$ cat src/rtl/bv_lookup_sched.sv
// Port scheduler for the three single-port BV banks feeding the 3-input AND stage.
// Arbitrates lookups against table writes, clears tables, and times the AND enable.
module bv_lookup_sched #(
   parameter int ADDR_W     = 9,
   parameter int BV_W       = 36,
   parameter int RAM_LAT    = 2,
   parameter int STARVE_MAX = 4
) (
   input  logic              clk,
   input  logic              reset,
   input  logic              lk_valid,
   output logic              lk_ready,
   input  logic [ADDR_W-1:0] lk_key_1,
   input  logic [ADDR_W-1:0] lk_key_2,
   input  logic [ADDR_W-1:0] lk_key_3,
   input  logic              cfg_valid,
   output logic              cfg_ready,
   input  logic [1:0]        cfg_sel,
   input  logic [ADDR_W-1:0] cfg_addr,
   input  logic [BV_W-1:0]   cfg_data,
   input  logic              init_req,
   output logic              init_busy,
   output logic [ADDR_W-1:0] ram_addr_1,
   output logic [ADDR_W-1:0] ram_addr_2,
   output logic [ADDR_W-1:0] ram_addr_3,
   output logic              ram_we_1,
   output logic              ram_we_2,
   output logic              ram_we_3,
   output logic [BV_W-1:0]   ram_wdata,
   output logic              and_enable,
   output logic [2:0]        inflight
);

   localparam logic [1:0] S_CLEAR = 2'd0;
   localparam logic [1:0] S_RUN   = 2'd1;
   localparam logic [1:0] S_DRAIN = 2'd2;

   localparam int SW = $clog2(STARVE_MAX + 1);
   localparam logic [SW-1:0]     STARVE_LIM = SW'(STARVE_MAX);
   localparam logic [ADDR_W-1:0] ADDR_LAST  = '1;

   logic [1:0]         state_q, state_d;
   logic [ADDR_W-1:0]  clr_q, clr_d;
   logic [SW-1:0]      starve_q, starve_d;
   logic [RAM_LAT-1:0] en_q, en_d;
   logic [2:0]         infl_q, infl_d;
   logic               lk_rdy_q, lk_rdy_d;
   logic               cfg_rdy_q, cfg_rdy_d;
   logic               busy_q, busy_d;
   logic               and_en_q, and_en_d;
   logic [2:0]         we_q, we_d;
   logic [ADDR_W-1:0]  a1_q, a1_d;
   logic [ADDR_W-1:0]  a2_q, a2_d;
   logic [ADDR_W-1:0]  a3_q, a3_d;
   logic [BV_W-1:0]    wd_q, wd_d;
   logic               lk_gnt, cfg_gnt;

   always_comb begin
      state_d  = state_q;
      clr_d    = clr_q;
      we_d     = 3'b000;
      a1_d     = a1_q;
      a2_d     = a2_q;
      a3_d     = a3_q;
      wd_d     = wd_q;
      lk_gnt   = 1'b0;
      cfg_gnt  = 1'b0;

      unique case (state_q)
         S_CLEAR: begin
            we_d  = 3'b111;
            a1_d  = clr_q;
            a2_d  = clr_q;
            a3_d  = clr_q;
            wd_d  = '0;
            clr_d = clr_q + ADDR_W'(1);
            if (clr_q == ADDR_LAST) state_d = S_RUN;
         end
         S_RUN: begin
            // init_req wins over any grant pending this cycle
            if (init_req) begin
               state_d = S_DRAIN;
            end else if (cfg_valid &&
                         (!lk_valid || starve_q == STARVE_LIM)) begin
               cfg_gnt = 1'b1;
            end else if (lk_valid) begin
               lk_gnt = 1'b1;
            end
         end
         S_DRAIN: begin
            if (infl_q == 3'd0) begin
               state_d = S_CLEAR;
               clr_d   = '0;
            end
         end
         default: state_d = S_CLEAR;
      endcase

      if (lk_gnt) begin
         a1_d = lk_key_1;
         a2_d = lk_key_2;
         a3_d = lk_key_3;
      end

      if (cfg_gnt) begin
         wd_d = cfg_data;
         case (cfg_sel)
            2'd1: begin we_d[0] = 1'b1; a1_d = cfg_addr; end
            2'd2: begin we_d[1] = 1'b1; a2_d = cfg_addr; end
            2'd3: begin we_d[2] = 1'b1; a3_d = cfg_addr; end
            default: ;
         endcase
      end
   end

   always_comb begin
      starve_d = starve_q;
      if (cfg_gnt || !cfg_valid) begin
         starve_d = '0;
      end else if (lk_gnt && starve_q != STARVE_LIM) begin
         starve_d = starve_q + SW'(1);
      end
   end

   // en_q[0] lines up with the grant cycle; the tail drives the AND stage
   assign en_d      = RAM_LAT'({en_q, lk_gnt});
   assign and_en_d  = en_q[RAM_LAT-1];
   assign infl_d    = infl_q + 3'(lk_gnt) - 3'(and_en_d);
   assign lk_rdy_d  = lk_gnt;
   assign cfg_rdy_d = cfg_gnt;
   assign busy_d    = (state_q != S_RUN);

   always_ff @(posedge clk) begin
      if (reset) begin
         state_q   <= S_CLEAR;
         clr_q     <= '0;
         starve_q  <= '0;
         en_q      <= '0;
         infl_q    <= 3'd0;
         lk_rdy_q  <= 1'b0;
         cfg_rdy_q <= 1'b0;
         busy_q    <= 1'b1;
         and_en_q  <= 1'b0;
         we_q      <= 3'b000;
         a1_q      <= '0;
         a2_q      <= '0;
         a3_q      <= '0;
         wd_q      <= '0;
      end else begin
         state_q   <= state_d;
         clr_q     <= clr_d;
         starve_q  <= starve_d;
         en_q      <= en_d;
         infl_q    <= infl_d;
         lk_rdy_q  <= lk_rdy_d;
         cfg_rdy_q <= cfg_rdy_d;
         busy_q    <= busy_d;
         and_en_q  <= and_en_d;
         we_q      <= we_d;
         a1_q      <= a1_d;
         a2_q      <= a2_d;
         a3_q      <= a3_d;
         wd_q      <= wd_d;
      end
   end

   assign lk_ready   = lk_rdy_q;
   assign cfg_ready  = cfg_rdy_q;
   assign init_busy  = busy_q;
   assign ram_addr_1 = a1_q;
   assign ram_addr_2 = a2_q;
   assign ram_addr_3 = a3_q;
   assign ram_we_1   = we_q[0];
   assign ram_we_2   = we_q[1];
   assign ram_we_3   = we_q[2];
   assign ram_wdata  = wd_q;
   assign and_enable = and_en_q;
   assign inflight   = infl_q;

endmodule

$ cat config.mk
export PLATFORM = sky130hd
export DESIGN_NAME = bv_lookup_sched
export DESIGN_NICKNAME = d
export VERILOG_FILES = /design/src/rtl/bv_lookup_sched.sv
export SDC_FILE = /design/constraint.sdc
export NUM_CORES = 1
export LEC_CHECK = 0
export BUFFER_PORTS_ARGS = -buffer_cell sky130_fd_sc_hd__buf_4
export CAP_MARGIN = 20
export CORE_MARGIN = 2
export CORE_UTILIZATION = 43
export DETAILED_ROUTE_END_ITERATION = 8
export HOLD_SLACK_MARGIN = 0.08
export PLACE_DENSITY = 0.72
export SLEW_MARGIN = 20
export SYNTH_ARGS = -nofsm -noshare
export SYNTH_HDL_FRONTEND = slang
export SYNTH_SLANG_ARGS = --single-unit
export TNS_END_PERCENT = 5
$ cat constraint.sdc
create_clock -name clk -period 2.7 [get_ports clk]
set_clock_uncertainty 0.05 [all_clocks]
set_input_delay 0.54 -clock clk [delete_from_list [all_inputs] [get_ports clk]]
set_output_delay 0.54 -clock clk [all_outputs]
set_load 0.02 [all_outputs]
### Word level (Yosys, flattened, before mapping)

Cells that the tools add are included.

| word-level totals | value |
|---|---|
| register bits after elaboration | 89 |
| output and inout bits | 73 |
| logic and storage cells | 75 |

| cells by class | value |
|---|---|
| add/sub/neg operators | 4 |
| eq/ne operators | 12 |
| muxes and demuxes | 32 |
| reductions and logical operators | 13 |

Operators with widths:

| kind | number |
|---|---|
| two-way mux 9 bit | 13 |
| two-way mux 36 bit | 2 |
| case mux 9 bit (2 select lines) | 1 |
| two-way mux 1 bit | 10 |
| adder 9 x 1 -> 9 bit, second input constant | 1 |
| equality test 9 bit, second input constant | 1 |
| equality test 2 bit, second input constant | 3 |
| two-way mux 2 bit | 3 |
| two-way mux 3 bit | 2 |
| inequality test 2 bit, second input constant | 3 |
| case mux 2 bit (3 select lines) | 1 |
| equality test 2 x 1 -> 1 bit, second input constant | 2 |
| nonzero test 2 bit | 2 |
| adder 3 x 1 -> 3 bit | 1 |
| adder 3 x 1 -> 3 bit, second input constant | 1 |
| equality test 3 bit, second input constant | 1 |
| logical NOT 3 bit | 1 |
| inequality test 3 bit, second input constant | 1 |
| AND reduction 3 bit | 1 |
| subtractor 3 x 1 -> 3 bit | 1 |
| logical AND 1 bit | 2 |
| logical NOT 1 bit | 2 |
| logical NOT 2 bit | 1 |
| logical OR 1 bit | 2 |
| 3 further kinds | 3 |

### Logic depth before layout (Yosys ltp)

| depth | value |
|---|---|
| word-level depth | 9 |
| gate-level depth with buffers | 13 |

### Least setup slack after synthesis

Ideal clock, no wire load.

| timing path | value |
|---|---|
| path kind | input -> register |
| from | in init_req |
| to | reg infl_q[2] (netlist: inflight[2]) |
| library setup time | 128 ps |
| arrival time | 2,432 ps |
| data required time | 2,522 ps |
| slack | 91 ps |
| stages | 11 |
| path through | and4bb_2 -> nand2_1 -> buf_4 -> buf_2 -> ha_1 -> inv_1 -> ha_1 -> fa_1 -> xnor2_1 -> xnor2_1 -> nor2_1 |

| between the ends | value |
|---|---|
| longest elaborated chain between the ends | 4 |

Ends and longest elaborated chain:

| element | RTL line | text |
|---|---|---|
| start, declared | 21 | `input logic init_req,` |
| two-way mux 1 bit | 81 | `if (init_req) begin` |
| two-way mux 1 bit | 69 | `unique case (state_q)` |
| adder 3 x 1 -> 3 bit | 128 | `assign infl_d = infl_q + 3'(lk_gnt) - 3'(and_en_d);` |
| subtractor 3 x 1 -> 3 bit | 128 |  |
| end signal, assigned | 154 | `infl_q <= infl_d;` |
| end, declared | 46 | `logic [2:0] infl_q, infl_d;` |

Every way passes these cells.
A chain may end at the register's enable or synchronous reset.

### Worst setup path in the final report

| timing path | value |
|---|---|
| from | reg starve_q[0] |
| to | reg infl_q[2] (netlist: inflight[2]) |

| between the ends | value |
|---|---|
| longest elaborated chain between the ends | 8 |

Ends and longest elaborated chain:

| element | RTL line | text |
|---|---|---|
| start, declared | 44 | `logic [SW-1:0] starve_q, starve_d;` |
| start signal, assigned | 152 | `starve_q <= starve_d;` |
| equality test 3 bit | 84 | `(!lk_valid \|\| starve_q == STARVE_LIM)) begin` |
| logical OR 1 bit | 84 |  |
| logical AND 1 bit | 83 | `end else if (cfg_valid &&` |
| two-way mux 1 bit | 83 |  |
| two-way mux 1 bit | 81 |  |
| two-way mux 1 bit | 69 |  |
| adder 3 x 1 -> 3 bit | 128 |  |
| subtractor 3 x 1 -> 3 bit | 128 |  |

Every way passes these cells.

==> reports/qor.yml <==
hold_slack_ns: 0.347
async_flop_share_pct: 0
cts_tree: "built"
max-cap-violations: 0
crit_top_cell: "ha_1"
drt_iter0_markers: 189
fin_util_pct: 61.1
synthTopCellsByCount: "dfxtp_1 (88), nand2_1 (37), a21oi_1 (36), a22o_1 (36), a32o_1 (27)"
worstPathArrival_ns: 2.40
root_buffer: "clkbuf_8"
synth_most_common_cell: "dfxtp_1"
synthTopCellsByArea: "dfxtp_1 (49%), a22o_1 (8.7%), a32o_1 (7.5%), a21oi_1 (5.0%), nand2_1 (3.8%)"
start_util_pct: 44.2
via_per_inst: 5.41
wl_met1_um: 4360
pwr_density_cell_mw_per_mm2: 468
core_area_mm2: 0.00818
reg2reg_slack_ns: 0.49
grt.overflow.total: 0
rows: 33
post_cts_resized: 0
drt_pass1_iterations: 5
drive_above_1_share_pct: 35.9
io_pins: 152
grt_max_degree: 56
cts_buffers: 9
crit_path_start: "starve_q[0]"
clock-sinks: 88
final_nets: 599
ctsHtreeMaxLevel: 3
grt_pass1_wl_um: 15600
status: "complete, no violations"
netlist.area_leader.share_pct: 48.8
clk_pin_slew_ns: 0.09
synthCells: 371
diodes: 0
hold_class: "in2reg"
clock.fmax_mhz: 453
synth_top_cell_by_area: "dfxtp_1"
worst_pin_slew_ns: 0.977
critical_path_class: "reg2reg"
ys_types: 41
min_period_ns: 2.21
antenna_found_initial: 0
p_sw_share_pct: 23.9
top_layer: "met4"
dp.cells: 607
synth_fp_nets: 457
synth_warnings: 0
hold_viol: 0
setup_viol: 0
die-area_mm2: 0.00914
syn_area_mm2: 0.00361
power_frac_comb_pct: 7.6
wl_met2_um: 5040
cpMaxStageDelayCell: "fa_1"
end_kind: "register"
pre_cts_slack_ns: 0.158
hp-start: "cfg_data[31]"
place_congestion: 0.789
ys_ff_latch: 88
port_buffers: 151
wl_met3_um: 546
leakage_nw: 2.29
clockBufferDepth: 2
cts_hold_buf: 0
fin_crit_sh_pct: 81.8
instances_no_fill: 623
clockPowerShare_pct: 35.9
synth_edf_count: 0
area_growth_pct: 38.3
pwr-share-seq_pct: 56.5
grt_setup_unrepaired: "false"
dpl.hpwl_um: 7140
seq_area_frac_synth_pct: 48.8
ir_worst_vdd_v: 0.000285
crit_chain: "inv_1, ha_1, nand3_1, nand2_1, ha_1, inv_1, ha_1, fa_1, xnor2_1, xnor2_1, nor2_1"
synth_ff_type: "dfxtp_1"
r2r-start: "starve_q[0]"
maxSlewHeadroom_pct: 34.9
grt_pass1_vias: 3172
die_h_um: 95.6
crit_fanout: 3
p_sw_uw: 559
avgRoutedWirePerCell_um: 16.3
vias: 3373
post_cts_buffers: 0
post_synth.cell_area_avg_um2: 9.73
tns_ns: 0
fin_ws_ns: 0.491
insertion_delay_ns: 0.35
critPathMaxStageDelay_ns: 0.38
drc: 0
startpoint_type: "register"
grt_usage_pct: 22.1
drv_slew: 0
crit_required_ns: 2.89
detail-route-antenna-nets: 0
die_w_um: 95.6
p_int_mw: 1.78
wl_um: 10100
## worst max-delay path, delay by kind of cell, from the launching register on
kind / cells / cell delay [ns]
adders and majority gates: 4 / 1.06
DFF: 1 / 0.35
xor gates and xnor gates: 2 / 0.34
and+or+nand+nor: 3 / 0.21
buffers and inverters: 2 / 0.10
## area by class of cell
cell class              count  area [um^2]
fillers                   730         3180
flip-flops and latches     88         1760
multi-input cells         248         1700
repair buffers            159         1190
clock buffers              10          138
well taps                 105          131
clock inverters             6         42.5
inverters                   7         26.3
## power by group through the flow
| stage | clock network [mW] | logic [mW] | registers (mW) |
|---|---|---|---|
| finish | 0.839 | 0.179 | 1.32 |
| floorplan | 0 | 0.0451 | 1.36 |
| global route | 0.919 | 0.193 | 1.32 |
| global placement | 0 | 0.175 | 1.35 |
| CTS | 0.866 | 0.179 | 1.32 |
| detailed placement | 0 | 0.178 | 1.35 |
## through the flow
step	cell area, um^2	power, mW
3_3_place_gp	4810	1.53
5_1_grt	4990	2.43
3_5_place_dp	4810	1.53
6_report	4990	2.34
4_1_cts	4990	2.37
2_1_floorplan	3610	1.40
## state kept, by name (all words and copies together) (netlist names)
register,count
and_enable,1
state_q,2
ram_wdata,36
clr_q,9
init_busy,1
starve_q,3
ram_addr_2,9
cfg_ready,1
we_q,3
inflight,3
ram_addr_3,9
ram_addr_1,9
en_q,2
## final timing paths
check / cells past startpoint / end
hold / removal: 2 / ram_wdata[31]
setup / recovery: 11 / inflight[2]
hold reg to reg: 1 / en_q[1]
setup reg to reg: 11 / inflight[2]
## metal layers
metal	up-vias	GRT usage, %
li1	1633	-
met4	0	8.33
met3	12	5.53
met5	-	0
met1	1624	30.0
met2	104	33.7
## kinds of logic after synthesis
kind of cell             Yosys count  share of synthesized area, %
AND/OR/NAND/NOR                  119                          17.9
AO/OA/AOI/OAI                    115                          24.5
flip-flops                        88                          48.8
buffers and inverters             35                          4.33
adder cells (fa/ha/maj)            7                          2.63
multiplexers                       4                          1.11
XOR/XNOR                           3                         0.728
## cells in the final DEF, fill, tap and decap left out, types with 3 or more instances in the layout
cell / instances
nor2b_1: 6
nor3_1: 3
or2_0: 11
or2_2: 7
nor3b_1: 9
ha_1: 6
nand3_1: 5
a21oi_1: 36
a22o_1: 36
or2_1: 10
mux2i_1: 4
nor2_1: 17
dfxtp_1: 88
or3b_1: 3
nand2_1: 37
a2bb2oi_1: 3
clkbuf_8: 10
buf_4: 159
inv_1: 7
xnor2_1: 3
a32o_1: 27
a31oi_1: 4
(Power assumes the default switching activity.)
